### src/rtl/lsu_pkg.sv
// rtl/lsu_pkg.sv - shared types, size encoding and byte-lane mask for the load/store unit
package lsu_pkg;

   typedef enum logic [1:0] {
      IDLE = 2'd0,
      REQ  = 2'd1,
      RESP = 2'd2,
      DONE = 2'd3
   } lsu_state_t;

   localparam logic SIZE_WORD = 1'b0;
   localparam logic SIZE_BYTE = 1'b1;

   function automatic logic [3:0] lane_mask(input logic size, input logic [1:0] lane);
      if (size == SIZE_BYTE) begin
         return 4'b0001 << lane;
      end
      return 4'hF;
   endfunction

endpackage

### src/rtl/lsu_lane_align.sv
// rtl/lsu_lane_align.sv - byte-lane steering for stores and lane extract/zero-extend for loads
module lsu_lane_align
   import lsu_pkg::*;
(
   input  logic        size,
   input  logic [1:0]  lane,
   input  logic [31:0] store_data,
   input  logic [31:0] load_word,
   output logic [3:0]  be,
   output logic [31:0] store_word,
   output logic [31:0] load_data
);

   assign be = lane_mask(size, lane);

   // byte stores put the low byte on every lane so the enables alone pick the target
   assign store_word = (size == SIZE_BYTE) ? {4{store_data[7:0]}} : store_data;

   assign load_data = (size == SIZE_BYTE) ? {24'h0, load_word[{lane, 3'b000} +: 8]} : load_word;

endmodule

### src/rtl/load_store_unit.sv
// rtl/load_store_unit.sv - data-memory access stage: request/response bus FSM, stall and fault
// Optional bus timeout compiled in with LSU_TIMEOUT_EN.
module load_store_unit
   import lsu_pkg::*;
#(
   parameter int TIMEOUT_CYCLES = 255
) (
   input  logic        clk,
   input  logic        reset,
   input  logic        mem_read,
   input  logic        mem_write,
   input  logic        byte_access,
   input  logic [31:0] addr,
   input  logic [31:0] wdata,
   output logic [31:0] rdata,
   output logic        stall,
   output logic        fault,
   output logic        bus_valid,
   input  logic        bus_ready,
   output logic        bus_we,
   output logic [31:0] bus_addr,
   output logic [31:0] bus_wdata,
   output logic [3:0]  bus_be,
   input  logic        resp_valid,
   input  logic [31:0] resp_rdata
);

   lsu_state_t  state, state_next;
   logic        req;
   logic        misaligned;
   logic        latch_req;
   logic        set_fault;
   logic        capture_load;
   logic        tmo_hit;
   logic        byte_q;
   logic [1:0]  lane_q;
   logic        sel_size;
   logic [1:0]  sel_lane;
   logic [3:0]  lane_be;
   logic [31:0] lane_store;
   logic [31:0] lane_load;

   assign req        = mem_read | mem_write;
   assign misaligned = !byte_access && (addr[1:0] != 2'b00);

   // store steering needs the live request in IDLE; load extraction needs the latched one in RESP
   assign sel_size = (state == IDLE) ? byte_access : byte_q;
   assign sel_lane = (state == IDLE) ? addr[1:0]   : lane_q;

   lsu_lane_align u_lane_align (
      .size       (sel_size),
      .lane       (sel_lane),
      .store_data (wdata),
      .load_word  (resp_rdata),
      .be         (lane_be),
      .store_word (lane_store),
      .load_data  (lane_load)
   );

`ifdef LSU_TIMEOUT_EN
   localparam int TMO_W = (TIMEOUT_CYCLES > 255) ? $clog2(TIMEOUT_CYCLES + 1) : 8;
   logic [TMO_W-1:0] tmo_cnt;

   always_ff @(posedge clk) begin
      if (reset || state == IDLE) begin
         tmo_cnt <= '0;
      end else if (state == REQ || state == RESP) begin
         tmo_cnt <= tmo_cnt + 1'b1;
      end
   end

   assign tmo_hit = (state == REQ || state == RESP) && (tmo_cnt == TMO_W'(TIMEOUT_CYCLES - 1));
`else
   logic unused_timeout;
   assign unused_timeout = (TIMEOUT_CYCLES != 0);
   assign tmo_hit        = 1'b0;
`endif

   always_ff @(posedge clk) begin
      if (reset) begin
         state <= IDLE;
      end else begin
         state <= state_next;
      end
   end

   always_comb begin
      state_next   = state;
      latch_req    = 1'b0;
      set_fault    = 1'b0;
      capture_load = 1'b0;
      case (state)
         IDLE: begin
            if (req) begin
               if (misaligned) begin
                  state_next = DONE;
                  set_fault  = 1'b1;
               end else begin
                  state_next = REQ;
                  latch_req  = 1'b1;
               end
            end
         end
         REQ: begin
            if (bus_ready) begin
               state_next = RESP;
            end else if (tmo_hit) begin
               state_next = DONE;
               set_fault  = 1'b1;
            end
         end
         RESP: begin
            if (resp_valid) begin
               state_next   = DONE;
               capture_load = !bus_we;
            end else if (tmo_hit) begin
               state_next = DONE;
               set_fault  = 1'b1;
            end
         end
         DONE:    state_next = IDLE;
         default: state_next = IDLE;
      endcase
   end

   assign stall     = ((state == IDLE) && req) || (state == REQ) || (state == RESP);
   assign bus_valid = (state == REQ);

   always_ff @(posedge clk) begin
      if (reset) begin
         rdata     <= '0;
         fault     <= 1'b0;
         bus_we    <= 1'b0;
         bus_addr  <= '0;
         bus_wdata <= '0;
         bus_be    <= '0;
         byte_q    <= 1'b0;
         lane_q    <= 2'b00;
      end else begin
         fault <= set_fault;
         if (set_fault) begin
            rdata <= '0;
         end else if (capture_load) begin
            rdata <= lane_load;
         end
         // write wins when both requests are raised
         if (latch_req) begin
            bus_we    <= mem_write;
            bus_addr  <= {addr[31:2], 2'b00};
            bus_wdata <= lane_store;
            bus_be    <= lane_be;
            byte_q    <= byte_access;
            lane_q    <= addr[1:0];
         end
      end
   end

endmodule

### config.mk
export PLATFORM = sky130hd
export DESIGN_NAME = load_store_unit
export DESIGN_NICKNAME = d
export VERILOG_FILES = /design/src/rtl/lsu_pkg.sv /design/src/rtl/lsu_lane_align.sv /design/src/rtl/load_store_unit.sv
export SDC_FILE = /design/constraint.sdc
export NUM_CORES = 1
export LEC_CHECK = 0
export CORE_AREA = 4 4 104 106
export DETAILED_ROUTE_END_ITERATION = 6
export DIE_AREA = 0 0 108 110
export GPL_ROUTABILITY_DRIVEN = 1
export PLACE_DENSITY_LB_ADDON = 0.25
export SLEW_MARGIN = 10
export SYNTH_ARGS = -nofsm -noshare
export SYNTH_HDL_FRONTEND = slang
export SYNTH_SLANG_ARGS = --single-unit
### constraint.sdc
create_clock -name clk -period 4.85 [get_ports clk]
set_clock_uncertainty 0.1 [all_clocks]
set_input_delay 0.7275 -clock clk [delete_from_list [all_inputs] [get_ports clk]]
set_output_delay 0.7275 -clock clk [all_outputs]
set_load 0.01 [all_outputs]
## Word-level counts from Yosys, hierarchy flattened

Cells that the tools add are included.
Widths: inputs -> output; s select.

- Bits in registers: 105
- Output and inout port bits: 104

- Eq/ne operators: 6
- Shifts and indexed selects: 2
- Muxes and demuxes: 20
- Bitwise gates (word level): 1
- Reductions and logical operators: 10

Operators with widths:

| cell | count |
|---|---|
| $mux 32 | 2 |
| $shiftx 32x6->8 | 1 |
| $mux 1 | 10 |
| $mux 2 | 5 |
| $mux 4 | 2 |
| $pmux 2 s4 | 1 |
| $eq 2x2->1 const B | 2 |
| $ne 2x2->1 const B | 2 |
| $shl 1x2->4 const A | 1 |
| $reduce_and 3->1 | 1 |
| $eq 2x1->1 const B | 1 |
| $logic_and 1x1->1 | 2 |
| $logic_not 1->1 | 2 |
| $logic_not 2->1 | 1 |
| $logic_or 1x1->1 | 2 |
| $ne 2x1->1 const B | 1 |
| $reduce_bool 2->1 | 1 |
| $reduce_or 2->1 | 1 |
| $or 1x1->1 | 1 |

## Logic depth before layout (Yosys ltp)

Gate-level depths: netlist of run 1.

- Depth in word-level cells: 6
- Mapped depth: 9
- Depth with buffers taken out: 6

## Cells and area by module

From an unflattened synthesis of run 1, not the netlist that was laid out.

- Cells, all modules: 631
- Area, all modules: 5,084.9 um2

By module, submodules not included:

| module | times used | cells an instance | area an instance (um2) |
|---|---|---|---|
| load_store_unit | 1 | 492 | 4,305.4 |
| lsu_lane_align | 1 | 139 | 779.5 |

## Worst setup path before layout of run 1

OpenSTA, ideal clock, no wires.

- Path kind: input to output
- From: input port mem_write
- To: output port stall
- Data arrival time: 1.291 ns
- Setup slack: 2.731 ns
- Stages: 2
- Buffers on the path: 0
- Cell sequence: o21a_4 or3_1

- Word-level cells in the longest chain between the ends: 4

RTL lines:

| what | line | text |
|---|---|---|
| start: declaration | load_store_unit.sv:11 | `input logic mem_write,` |
| $or 1x1->1 | load_store_unit.sv:43 | `assign req = mem_read \| mem_write;` |
| $logic_and 1x1->1 | load_store_unit.sv:126 | `assign stall = ((state == IDLE) && req) \|\| (state == REQ) \|\| (state == RESP);` |
| $logic_or 1x1->1 (2 in a row) | load_store_unit.sv:126 |  |
| end: declaration | load_store_unit.sv:16 | `output logic stall,` |

No other way between the ends.

## Worst setup path after layout of run 1

- From: register state[0]
- To: output port stall

- Word-level cells in the longest chain between the ends: 4

RTL lines:

| what | line | text |
|---|---|---|
| start: declaration | load_store_unit.sv:28 | `lsu_state_t state, state_next;` |
| start signal: assignment | load_store_unit.sv:83 | `state <= state_next;` |
| $logic_not 2->1 | load_store_unit.sv:126 |  |
| $logic_and 1x1->1 | load_store_unit.sv:126 |  |
| $logic_or 1x1->1 | load_store_unit.sv:126 |  |
| $logic_or 1x1->1 * | load_store_unit.sv:126 |  |

Every way passes the cells marked *; elsewhere a longest branch is shown, timed or not.

==> results of run 1 <==
kinds of logic (layout without fill, tap and decap cells):
family | Yosys count | in the layout | share of synthesized area, %
DFF | 105 | 105 | 50.10
and+or+nand+nor | 191 | 191 | 17.75
AOI/OAI and AO/OA | 126 | 126 | 21.29
adders and majority gates | 3 | 3 | 0.8948
other | 1 | 2 | 0.08939
buffers and inverters | 42 | 229 | 5.189
muxes | 14 | 14 | 4.682
routing by layer:
layer | up-vias | wire [um]
li1 | 2038 | -
met1 | 1939 | 5408
met2 | 159 | 6372
met3 | 15 | 1188
met4 | 0 | 180
met5 | - | 0
per-stage QoR:
stage | std cells | util, % | setup WS, ns | hold slack (ns) | area, um^2
2_1_floorplan | 483 | - | 2.731 | 0.3710 | 4199
3_3_place_gp | 787 | 63.86 | 1.678 | 0.3413 | 6242
3_5_place_dp | 787 | 63.86 | 1.583 | 0.3491 | 6242
4_1_cts | 803 | 66.19 | 1.709 | 0.3630 | 6470
5_1_grt | 803 | 66.19 | 1.541 | 0.3836 | 6470
6_report | 803 | 66.19 | 1.749 | 0.3617 | 6470
sequential cells by signal, summed over array words and instances, names as in the netlist, 2 cells and up:
| register | cells |
|---|---|
| state | 2 |
| bus_addr | 30 |
| bus_wdata | 32 |
| lane_q | 2 |
| bus_be | 4 |
| rdata | 32 |
critical path, cell delays in order (launching register included):
cell	delay, ns
dfxtp_1	0.38
inv_1	0.07
ha_1	0.42
o21a_4	0.25
or3_1	0.31
clkdlybuf4s50_1	0.48
where the power goes:
| group | internal [mW] | total [mW] | switching, mW |
|---|---|---|---|
| registers | 1.04 | 1.13 | 0.0960 |
| clock network | 0.296 | 0.611 | 0.315 |
| logic | 0.608 | 1.25 | 0.644 |
| total | 1.94 | 3.00 | 1.06 |
cell type report:
cell class | instances | area, um^2
Inverter | 4 | 15.01
Fill cell | 805 | 3304
Timing Repair Buffer | 209 | 2074
Sequential cell | 105 | 2102
Multi-Input combinational cell | 336 | 1884
Clock inverter | 7 | 103.9
Tap cell | 133 | 166.4
Clock buffer | 9 | 123.9
cells in the final DEF (no fill, tap or decap), drive strengths merged:
cell / synthesis / layout
clkdlybuf4s50: 0 / 203
nand2: 113 / 113
dfxtp: 105 / 105
nor2: 72 / 72
a21oi: 50 / 50
a311oi: 24 / 24
a22oi: 24 / 24
a211oi: 11 / 11
a32oi: 10 / 10
mux2: 10 / 10
clkbuf: 12 / 9
buf: 26 / 6
inv: 4 / 5
mux2i: 4 / 4
ha: 3 / 3
nand2b: 2 / 2
o22ai: 2 / 2
conb: 1 / 2
bufinv: 0 / 2
clkinvlp: 0 / 2
clkinv: 0 / 2
o21a: 1 / 1
or3: 1 / 1
o21ba: 1 / 1
nor2b: 1 / 1
nor3: 1 / 1
a222oi: 1 / 1
nand3b: 1 / 1
o21ai: 1 / 1
a21o: 1 / 1
worst paths after layout:
kind | from | endpoint | slack [ns]
max | state[0] | stall | 1.75
max reg2reg | state[0] | bus_wdata[8] | 1.85
min reg2reg | bus_wdata[0] | bus_wdata[0] | 0.36
min | bus_wdata[0] | bus_wdata[0] | 0.36
==> results by group, run 1 <==
Synthesis
  • Synth Warn #: 0
  • Top cells by count, synth: nand2_1 (113), dfxtp_1 (105), nor2_1 (70), a21oi_1 (50)
  • Synth Cell Area: around 4200 um^2
  • Async S/R FF share, synth: 0%
  • Number of flops mapped to enable cells by yosys: 0
  • Syn_area_per_cell: a little under 9 um^2
  • Cell with the most instances after synthesis: nand2_1
  • Sequential area share after synthesis: about 50%
  • Synth top area share: 50.10%
  • Synthesized instance count: 482
  • Area contributors post-synth: dfxtp_1 (50%), nand2_1 (10%), nor2_1 (6.3%), a21oi_1 (6.0%), a311oi_1 (5.0%)
  • Yosys cell types: 34
  • Main synth FF type: dfxtp_1
  • #FFs+latches synth: ~110
  • Cell taking the most area after synthesis: dfxtp_1

Global route
  • Layer carrying the most global-route usage: met2
  • Tot GR Track Use: a little over a fifth
  • M3 GR Usage: 6.057%
  • M2 GR Usage: 37.30%
  • First-pass GRT wire length: between 20 and 25 mm
  • Initial antenna violation count: 0
  • Pin count of the biggest net entering global routing: 75
  • Number of global-route vias before repair: 4036
  • GR Util met1: approximately a quarter
  • Total grt overflow: 0

Worst setup path
  • WP data required: 4.02 ns
  • Worst reg2reg path depth: 7
  • Worst-path fanout max: 9
  • Crit path capture type: output pin
  • Worst setup SP type: flop
  • Worst EP arrival: 2.27 ns
  • Path type of the worst setup path: flop to output pin

Clocking
  • Clock Latency Late Sink: 0.36 ns
  • Post-CTS Hold Fix Bufs: 0
  • Max clock buf depth: 2
  • PostCTS Resize Cnt: 0
  • CTS clk-pin slew, worst paths: ~0.11 ns
  • Clock root cell: clkbuf_8
  • Clk sinks: between 100 and 150
  • H-Tree Depth: 3
  • CTS Buf Count: 9
  • TritonCTS clock tree: done
  • Post-CTS setup buffer count: 0

Detailed routing
  • Via count: ~4200
  • DR iter-0 viols: 235
  • DRT Wirelength: 13.15 mm
  • Pre-antenna DRT Iters: 4
  • Vias/cell: 5.169
  • Wire length per cell: 16.38 um
  • Post-route ant nets: 0
  • Drt drc: 0

Place
  • Port buffer count: 204
  • RePlAce Congestion: 0.8002
  • Hpwl dp: 9.779 mm

STA
  • Final Hold Vio Count: 0
  • Final setup violation count: 0
  • Max frequency: 0.3224 GHz
  • Crit path time final: 3.101 ns
  • Relative slew slack: 35.57%
  • Fin crit share: 63.95%
  • Fin. max-slew vios: 0
  • Least-Margin Pin Slew: 0.9655 ns
  • RSZ-0062 raised after global routing: no
  • Setup TNS: 0 ns

Power and ir drop
  • Pleak: 2.326 nW
  • Worst VDD drop: ~0.00020 V
  • Power Density: 463.1 nW/um^2
  • Total chip power: between 2 and 3 mW

Job
  • # Max-Cap Violations: 0

Floorplanning
  • Die area: 11880 um^2
  • Core Box Area: 9774 um^2
  • Die width: 108 um
  • I/O pin count: around 210
  • Std-Cell Rows: 36
  • Starting Density: 42.92%
  • Die Height: 110 um

Final layout
  • Syn-to-layout area delta: 54.22%
  • Nets@finish: between 700 and 800
  • N_diodes: 0
  • Ratio of cells with drive above 1 in the final layout: 6.418%

Status
  • Status: finished clean

Min path
  • Hold-critical path depth: 2
  • Min-delay worst type: flop to flop
No activity file was read; power rests on OpenSTA's default activity.
==> run 2, diff against run 1 <==
CORE_AREA = 4 4 108 110   (was 4 4 104 106)
DIE_AREA = 0 0 112 114   (was 0 0 108 110)
clock period = 3.1 ns   (was 4.85 ns; I/O delays follow)
==> run 2 against run 1 <==
Against the previous run:
- die area up 7.5%
- first-iteration DRC count up 62%
- global-route usage down 1.1 points
- worst hold slack got worse by 0.0044 ns
- sequential power grew 56%
- sequential cell count did not move
- power rose by 51%
- setup slack lost 1.5 ns
- non-clock buffer count increased by 2
- core utilization shrank 5.8 points
- final cell count grew 1.1%
- critical path type unchanged
==> results by group, run 2 (synthesized netlist as in run 1, its figures left out) <==
Job
  • # Max-Cap Violations: 0 (unchanged)

Worst setup path
  • Crit path capture type: output pin
  • Path type of the worst setup path: flop to output pin
  • Critical path buffers and inverters: 2 (unchanged)
  • Slowest-stage cell, CP: clkdlybuf4s50_1
  • Top delay family on crit path: buffers and inverters
  • Worst EP arrival: 2.24 ns (-0.03 ns)
  • Worst setup SP type: flop
  • Worst-path fanout max: 9 (unchanged)
  • CP Cell Sequence: inv_1 > ha_1 > o21a_4 > or3_1 > clkdlybuf4s50_1
  • WP data required: 2.53 ns (-1.49 ns)
  • CP peak stage delay: 0.49 ns (about the same)

Detailed routing
  • Post-route ant nets: 0 (unchanged)
  • Drt drc: 0 (unchanged)
  • DR iter-0 viols: 380 (+62%)
  • Pre-antenna DRT Iters: 4 (unchanged)
  • DRT Wirelength: 13.37 mm (+1.6%)
  • Wire length per cell: 16.46 um (+0.51%)
  • Via count: 4117 (-0.82%)
  • Vias/cell: 5.070 (-1.9%)

Floorplanning
  • Std-Cell Rows: 38 (+5.6%)
  • Core Box Area: 10700 um^2 (+9.4%)
  • Die width: 112 um (+3.7%)
  • I/O pin count: 207 (unchanged)
  • Starting Density: 39.22% (-3.7 points)
  • Die Height: 114 um (+3.6%)
  • Die area: 12770 um^2 (+7.5%)

Clocking
  • PostCTS Resize Cnt: 0 (unchanged)
  • Clock Latency Late Sink: 0.36 ns (about the same)
  • CTS clk-pin slew, worst paths: 0.10 ns (about the same)
  • TritonCTS clock tree: done
  • Post-CTS Hold Fix Bufs: 0 (unchanged)
  • Max clock buf depth: 2 (unchanged)
  • Post-CTS setup buffer count: 0 (unchanged)
  • Clock root cell: clkbuf_8
  • Clk sinks: 105 (unchanged)
  • H-Tree Depth: 3 (unchanged)
  • CTS Buf Count: 9 (unchanged)

STA
  • Setup WS post-layout: 0.2981 ns (-1.450 ns)
  • Relative slew slack: 34.84% (-0.73 points)
  • RSZ-0062 raised after global routing: no
  • Final Hold Vio Count: 0 (unchanged)
  • Fin. max-slew vios: 0 (unchanged)
  • Crit path time final: approximately 2.8 ns
  • Final setup violation count: 0 (unchanged)
  • Hold slack final: 0.3573 ns (-0.004386 ns)
  • Least-Margin Pin Slew: 0.9764 ns (+0.01097 ns)
  • Setup TNS: 0 ns (unchanged)
  • Max frequency: between 0.3 and 0.4 GHz
  • Fin crit share: 90.38%

Global route
  • Pin count of the biggest net entering global routing: 64 (-15%)
  • M3 GR Usage: 5.411% (-0.65 points)
  • Total grt overflow: 0 (unchanged)
  • Initial antenna violation count: 0 (unchanged)
  • Layer carrying the most global-route usage: met2
  • GR Util met1: 25.24% (-0.32 points)
  • M2 GR Usage: 33.85% (-3.4 points)
  • Tot GR Track Use: 20.24% (-1.1 points)
  • Number of global-route vias before repair: 4089 (+1.3%)
  • First-pass GRT wire length: 20.90 mm (+4.2%)

Final layout
  • FILL cells: 960 (+19%)
  • Largest regs: bus_wdata (32), rdata (32), bus_addr (30)
  • Syn-to-layout area delta: 53.98%
  • Commonest non-fill, non-tap cell in the layout: clkdlybuf4s50_1
  • Finished Cell Area: 6460 um^2 (-0.15%)
  • Ratio of cells with drive above 1 in the final layout: 6.696% (+0.28 points)
  • N_diodes: 0 (unchanged)
  • Nets@finish: 773 (+0.26%)
  • Most frequent cells in the layout: clkdlybuf4s50_1 (203), nand2_1 (113), dfxtp_1 (105)

Power and ir drop
  • Worst VDD drop: 0.0002828 V (+39%)
  • Pleak: 2.324 nW (about the same)
  • Power Density: 701.2 nW/um^2 (+51%)

Place
  • Hpwl dp: 9.896 mm (+1.2%)
  • Worst slack at placement: 0.3702 ns (-1.213 ns)
  • Cell Area, Placed: 6279 um^2 (+0.58%)
  • Port buffer count: 204 (unchanged)
  • RePlAce Congestion: 0.8815 (+10%)

Min path
  • Min-delay worst type: flop to flop

Status
  • Status: finished clean
-- run 2: area by class of cell --
type / count / area, um^2 / share of cell area [%]
tap: 140 / 175.2 / 2.712
multi-input combinational: 336 / 1884 / 29.17
clock inverter: 6 / 43.79 / 0.6779
clock buffer: 10 / 137.6 / 2.131
inverter: 4 / 15.01 / 0.2324
timing repair buffer: 211 / 2102 / 32.54
sequential: 105 / 2102 / 32.54
-- run 2: metrics by stage --
| step | power (mW) | util, % | std cells |
|---|---|---|---|
| after global routing | 4.826 | 60.39 | 812 |
| after detailed placement | 3.801 | 58.69 | 796 |
| final | 4.530 | 60.39 | 812 |
| after global placement | 3.752 | 58.69 | 796 |
| after CTS | 4.591 | 60.39 | 812 |
| after floorplan | 2.905 | - | 483 |
-- run 2: worst min-delay path, cell delays in order, from the launching register on --
cell and delay [ns]:
dfxtp_1 0.32, nand2_1 0.05, a21oi_1 0.05
-- run 2: final timing paths --
check / from / endpoint / slack (ns) / depth (start not counted)
max: state[0] / stall / 0.30 / 5
min: bus_addr[31] / bus_addr[31] / 0.36 / 2
max reg2reg: state[1] / rdata[11] / 0.37 / 6
min reg2reg: bus_addr[31] / bus_addr[31] / 0.36 / 2
-- run 2: per-layer routing --
| layer | vias up | part of all wire, % |
|---|---|---|
| met4 | 0 | 1.8 |
| met3 | 17 | 8.5 |
| met5 | - | 0 |
| met1 | 1902 | 42 |
| met2 | 159 | 48 |
| li1 | 2039 | - |
-- run 2: where the power goes --
| group | total [mW] | internal, mW | switching (mW) | leakage (nW) |
|---|---|---|---|---|
| registers | 1.76 | 1.62 | 0.143 | 0.858 |
| logic | 1.99 | 0.972 | 1.01 | 1.37 |
| clock network | 0.781 | 0.316 | 0.465 | 0.0922 |
| total | 4.53 | 2.91 | 1.62 | 2.32 |
